--- src/rtl/serial_frame_pkg.sv ---
// Shared types and line levels for the framed serial transmitter.
// The state encoding and the fixed start/stop/idle levels live here so the capture side can import them too.
package serial_frame_pkg;

  typedef enum logic [2:0] {
    IDLE,
    START,
    DATA,
    PARITY,
    STOP
  } state_t;

  localparam logic LINE_IDLE = 1'b1;
  localparam logic START_BIT = 1'b0;
  localparam logic STOP_BIT  = 1'b1;

endpackage

--- src/rtl/bit_tick_counter.sv ---
// Bit-period timer: counts 0..BIT_CYCLES-1 and flags the last cycle of each bit.
// Held at zero while clear is high, so the first bit after clear gets its full length.
module bit_tick_counter #(
  parameter int BIT_CYCLES = 4
) (
  input  logic clk,
  input  logic rst_n,
  input  logic clear,
  output logic tick
);

  localparam int CW = (BIT_CYCLES > 1) ? $clog2(BIT_CYCLES) : 1;
  localparam logic [CW-1:0] LAST = CW'(BIT_CYCLES - 1);

  logic [CW-1:0] cyc_cnt;

  // With BIT_CYCLES=1 the count never leaves zero and tick stays high.
  assign tick = (cyc_cnt == LAST);

  always_ff @(posedge clk or negedge rst_n) begin
    if (!rst_n) begin
      cyc_cnt <= '0;
    end else if (clear || tick) begin
      cyc_cnt <= '0;
    end else begin
      cyc_cnt <= cyc_cnt + CW'(1);
    end
  end

endmodule

--- src/rtl/serial_frame_tx.sv ---
// Framed serial transmitter: start bit, DATA_W data bits LSB-first, optional even parity, stop bit.
// One word is accepted per frame through a valid/ready handshake; every output is a flop.
module serial_frame_tx
  import serial_frame_pkg::*;
#(
  parameter int DATA_W     = 8,
  parameter int BIT_CYCLES = 4,
  parameter int PARITY_EN  = 1
) (
  input  logic              clk,
  input  logic              rst_n,
  input  logic [DATA_W-1:0] tx_data,
  input  logic              tx_valid,
  output logic              tx_ready,
  output logic              tx_out,
  output logic              tx_busy,
  output logic              tx_done
);

  localparam int IDX_W = (DATA_W > 1) ? $clog2(DATA_W) : 1;
  localparam logic [IDX_W-1:0] LAST_IDX = IDX_W'(DATA_W - 1);

  state_t            state;
  logic [DATA_W-1:0] shreg;
  logic [DATA_W-1:0] shreg_next;
  logic              parity;
  logic [IDX_W-1:0]  bit_idx;
  logic              tick;
  logic              clear;

  assign clear      = (state == IDLE);
  assign shreg_next = shreg >> 1;

  bit_tick_counter #(
    .BIT_CYCLES(BIT_CYCLES)
  ) u_tick (
    .clk  (clk),
    .rst_n(rst_n),
    .clear(clear),
    .tick (tick)
  );

  // NOTE: all FSM state and outputs use non-blocking assignments; the async reset
  // forces tx_out back to the idle level at once, discarding any frame in flight.
  always_ff @(posedge clk or negedge rst_n) begin
    if (!rst_n) begin
      state    <= IDLE;
      shreg    <= '0;
      parity   <= 1'b0;
      bit_idx  <= '0;
      tx_out   <= LINE_IDLE;
      tx_ready <= 1'b1;
      tx_busy  <= 1'b0;
      tx_done  <= 1'b0;
    end else begin
      tx_done <= 1'b0;
      case (state)
        IDLE: begin
          if (tx_valid && tx_ready) begin
            shreg    <= tx_data;
            parity   <= ^tx_data;
            state    <= START;
            tx_out   <= START_BIT;
            tx_ready <= 1'b0;
            tx_busy  <= 1'b1;
          end
        end
        START: begin
          if (tick) begin
            state   <= DATA;
            bit_idx <= '0;
            tx_out  <= shreg[0];
          end
        end
        DATA: begin
          if (tick) begin
            if (bit_idx == LAST_IDX) begin
              if (PARITY_EN != 0) begin
                state  <= PARITY;
                tx_out <= parity;
              end else begin
                state  <= STOP;
                tx_out <= STOP_BIT;
              end
            end else begin
              // Line shows the next bit as the shift happens, so each bit gets a full period.
              bit_idx <= bit_idx + IDX_W'(1);
              shreg   <= shreg_next;
              tx_out  <= shreg_next[0];
            end
          end
        end
        PARITY: begin
          if (tick) begin
            state  <= STOP;
            tx_out <= STOP_BIT;
          end
        end
        STOP: begin
          if (tick) begin
            state    <= IDLE;
            tx_out   <= LINE_IDLE;
            tx_ready <= 1'b1;
            tx_busy  <= 1'b0;
            tx_done  <= 1'b1;
          end
        end
        default: begin
          state <= IDLE;
        end
      endcase
    end
  end

endmodule
--- config.mk ---
export PLATFORM = sky130hd
export DESIGN_NAME = serial_frame_tx
export DESIGN_NICKNAME = d
export VERILOG_FILES = /design/src/rtl/serial_frame_pkg.sv /design/src/rtl/bit_tick_counter.sv /design/src/rtl/serial_frame_tx.sv
export SDC_FILE = /design/constraint.sdc
export NUM_CORES = 1
export LEC_CHECK = 0
export BUFFER_PORTS_ARGS = -buffer_cell sky130_fd_sc_hd__buf_2
export CAP_MARGIN = 15
export CORE_UTILIZATION = 50
export DETAILED_ROUTE_END_ITERATION = 12
export GPL_TIMING_DRIVEN = 0
export PLACE_DENSITY_LB_ADDON = 0.15
export SYNTH_ARGS = -nofsm -noshare
export SYNTH_HDL_FRONTEND = slang
export SYNTH_SLANG_ARGS = --single-unit
--- constraint.sdc ---
create_clock -name clk -period 2.3 [get_ports clk]
set_input_delay 0.69 -clock clk [delete_from_list [all_inputs] [get_ports clk]]
set_output_delay 0.69 -clock clk [all_outputs]
set_load 0.01 [all_outputs]
==> results.json <==
{
  "hold_violations": 0,
  "ys.flop_type": "dfrtp_1",
  "ys_ff_latch": 21,
  "clock_path_buffers": 2,
  "syn_to_final_growth_pct": 11.3,
  "drive_gt1_frac": 0.209,
  "rsz0062_at_grt": "false",
  "synth_top_area_frac": 0.408,
  "drc_errors": 0,
  "async_reset_ff_frac": 1.00,
  "cts_max_level": 1,
  "track_usage": 0.204,
  "die_y_um": 50.3,
  "cts_setup_buffers": 0,
  "antenna_found_initial": 0,
  "path_max_fanout": 8,
  "core_sq_um": 2210,
  "clock_latency_ps": 300,
  "seq_power_share": 0.415,
  "start_util": 0.527,
  "grt_first_pass_wirelength_mm": 3.84,
  "p_switching_mw": 0.614,
  "start_kind": "flip-flop",
  "drt-initial-drc-count": 10,
  "tns_ps": 0,
  "tightest_slew_ps": 503,
  "numCtsBuffers": 3,
  "cts_root_buf": "clkbuf_4",
  "setup_viol": 0,
  "cp.arrival_ps": 2040,
  "fmax_mhz": 553,
  "status": "complete, no violations",
  "skew_ps": 2.43,
  "synth_cells": 121,
  "place.gp.congestion": 0.819,
  "clkTransAtPathRegs_ps": 110,
  "required_ps": 2530,
  "grt_pass1_vias": 886,
  "totalWireLength_mm": 2.27,
  "avgViaCountPerCell": 5.49,
  "cts-resized-gates": 0,
  "grt.overflow.total": 0,
  "slew_violations": 0,
  "ys_seq_area_frac": 0.453,
  "grt_max_degree": 22,
  "hpwl_mm": 1.72,
  "fp-row-count": 17,
  "die_x_um": 50.3,
  "cellPowerDensity_nw_per_um2": 1190,
  "holdCritPathClass": "in -> async",
  "pre_cts_slack_ps": 492,
  "yosys-top-cells-area": "dfrtp_1, xnor2_1, nand3b_1",
  "synth_edf_count": 0,
  "intPower_mw": 0.928,
  "ios": 15,
  "swShare": 0.398,
  "syn_nets": 136,
  "holdWs_ps": 322,
  "die-area_sq_um": 2530,
  "final_antenna_net_count": 0,
  "antenna_cells": 0,
  "syn_area_per_cell_sq_um": 9.63,
  "tritoncts": "yes",
  "clkSinkCount": 21,
  "syn-cell-area_sq_um": 1160,
  "yosys.cell_types.count": 31,
  "total_power_mw": 1.54,
  "setup_ws_ps": 492,
  "port_buffers": 14,
  "crit_path_end_kind": "flip-flop",
  "synth_area_leader_cell": "dfrtp_1",
  "cap_violations": 0,
  "max-slew-margin-rel": 0.664,
  "combPwrFrac": 0.472,
  "firstDrtPassIters": 4,
  "post-route-period-util": 0.786,
  "fin_nets": 155,
  "synth_warnings": 0,
  "critPathKind": "reg -> reg",
  "leakage_nw": 0.565,
  "p_clk_frac": 0.114,
  "irDropWorstVdd_v": 0.000569,
  "wire_per_inst_um": 13.6,
  "n_fill_cell": 214,
  "via_count": 917,
  "cts_hold_buf": 0,
  "utilization": 0.586,
  "r2r_cells": 6,
  "final.min_clock_period_ps": 1810
}
[layout by cell type, fill, tap and decap left out]
cell type and instances:
nand2b_1 1, nor3_2 1, o211ai_1 1, xor2_1 1, o21ai_0 4, clkbuf_4 3
buf_4 4, a21oi_1 8, nor2b_1 3, o21ai_1 11, a21o_1 1, dfstp_2 2
inv_1 3, a22o_1 2, o311ai_1 1, buf_2 14, nor2_1 12, nand2_1 11
nand3_1 5, mux2_1 1, nor3_1 2, nor3b_1 2, mux2_2 1, a211oi_2 1
dfrtp_1 19, nor3b_4 1, nand3b_1 8, and3_1 1, a211oi_4 1, xnor2_1 7
inv_2 1, ha_1 4, clkbuf_1 2
[synthesized netlist by cell type (all sizes together) (2+ instances only)]
| cell type | n |
|---|---|
| dfrtp | 19 |
| o21ai | 15 |
| nor2 | 12 |
| nand2 | 11 |
| a21oi | 8 |
| nand3b | 8 |
| xnor2 | 7 |
| nand3 | 5 |
| buf | 4 |
| ha | 4 |
| inv | 4 |
| nor2b | 3 |
| nor3 | 3 |
| nor3b | 3 |
| a211oi | 2 |
| a22o | 2 |
| dfstp | 2 |
| mux2 | 2 |
[cells by family (layout without fill, tap and decap cells)]
kind of cell / Yosys count / after routing / share of synthesized area
DFF: 21 / 21 / 0.453
muxes: 2 / 2 / 0.0193
and+or+nand+nor: 47 / 47 / 0.220
buffers and inverters: 9 / 27 / 0.0419
xor gates and xnor gates: 8 / 8 / 0.0602
AOI/OAI and AO/OA: 30 / 30 / 0.162
adders and majority gates: 4 / 4 / 0.0430
[registers in the layout (all words and copies together) (netlist names)]
name and flops:
u_tick.cyc_cnt 2, parity 1, tx_busy 1, bit_idx 3
shreg 8, state 3, tx_out 1, tx_done 1
tx_ready 1
[power by group through the flow]
| stage | Combinational [mW] | Clock (mW) | Sequential (mW) |
|---|---|---|---|
| after floorplan | 0.559 | 0 | 0.637 |
| after global placement | 0.702 | 0 | 0.642 |
| after detailed placement | 0.731 | 0 | 0.650 |
| after CTS | 0.733 | 0.182 | 0.641 |
| after global routing | 0.810 | 0.197 | 0.659 |
| final | 0.727 | 0.175 | 0.640 |
[metal layers]
metal | part of all wire | vias up | global-route usage | wire length (um)
li1 | - | 457 | - | -
met3 | 0.018 | 4 | 0.0273 | 40
met4 | 0.011 | 0 | 0.0857 | 26
met5 | 0 | - | 0 | 0
met1 | 0.46 | 444 | 0.246 | 1040
met2 | 0.51 | 12 | 0.360 | 1160
[worst paths after layout]
path,endpoint,slack (ps),start
setup / recovery,shreg[4]$_DFFE_PN0P_,490,bit_idx[0]$_DFFE_PN0P_
hold / removal,tx_busy$_DFFE_PN0P_,320,rst_n
setup reg to reg,shreg[4]$_DFFE_PN0P_,490,bit_idx[0]$_DFFE_PN0P_
hold reg to reg,u_tick.cyc_cnt[0]$_DFF_PN0_,460,u_tick.cyc_cnt[0]$_DFF_PN0_
max in group asynchronous,tx_out$_DFFE_PN1P_,1630,rst_n
min in group clk,u_tick.cyc_cnt[0]$_DFF_PN0_,460,u_tick.cyc_cnt[0]$_DFF_PN0_
[cell type report]
cell class                      instances  area, sq um  share of cell area
Sequential cell                        21          528               0.407
Multi-Input combinational cell         91          588               0.454
Buffer                                  5         33.8              0.0261
Inverter                                4         15.0              0.0116
Tap cell                               28         35.0              0.0270
Clock buffer                            4         26.3              0.0203
Timing Repair Buffer                   14         70.1              0.0541
[critical path: stages, from the launching register on]
cell and delay (ps):
dfrtp_1 430, ha_1 240, ha_1 220, nand3b_1 210, a211oi_4 440, nor2_1 80, a21oi_1 120
[stage by stage]
stage | std cells | area, sq um
after global routing | 167 | 1300
after global placement | 163 | 1270
final | 167 | 1300
after CTS | 167 | 1300
after detailed placement | 163 | 1270
after floorplan | 121 | 1160
Power figures use the tool's default switching activity.
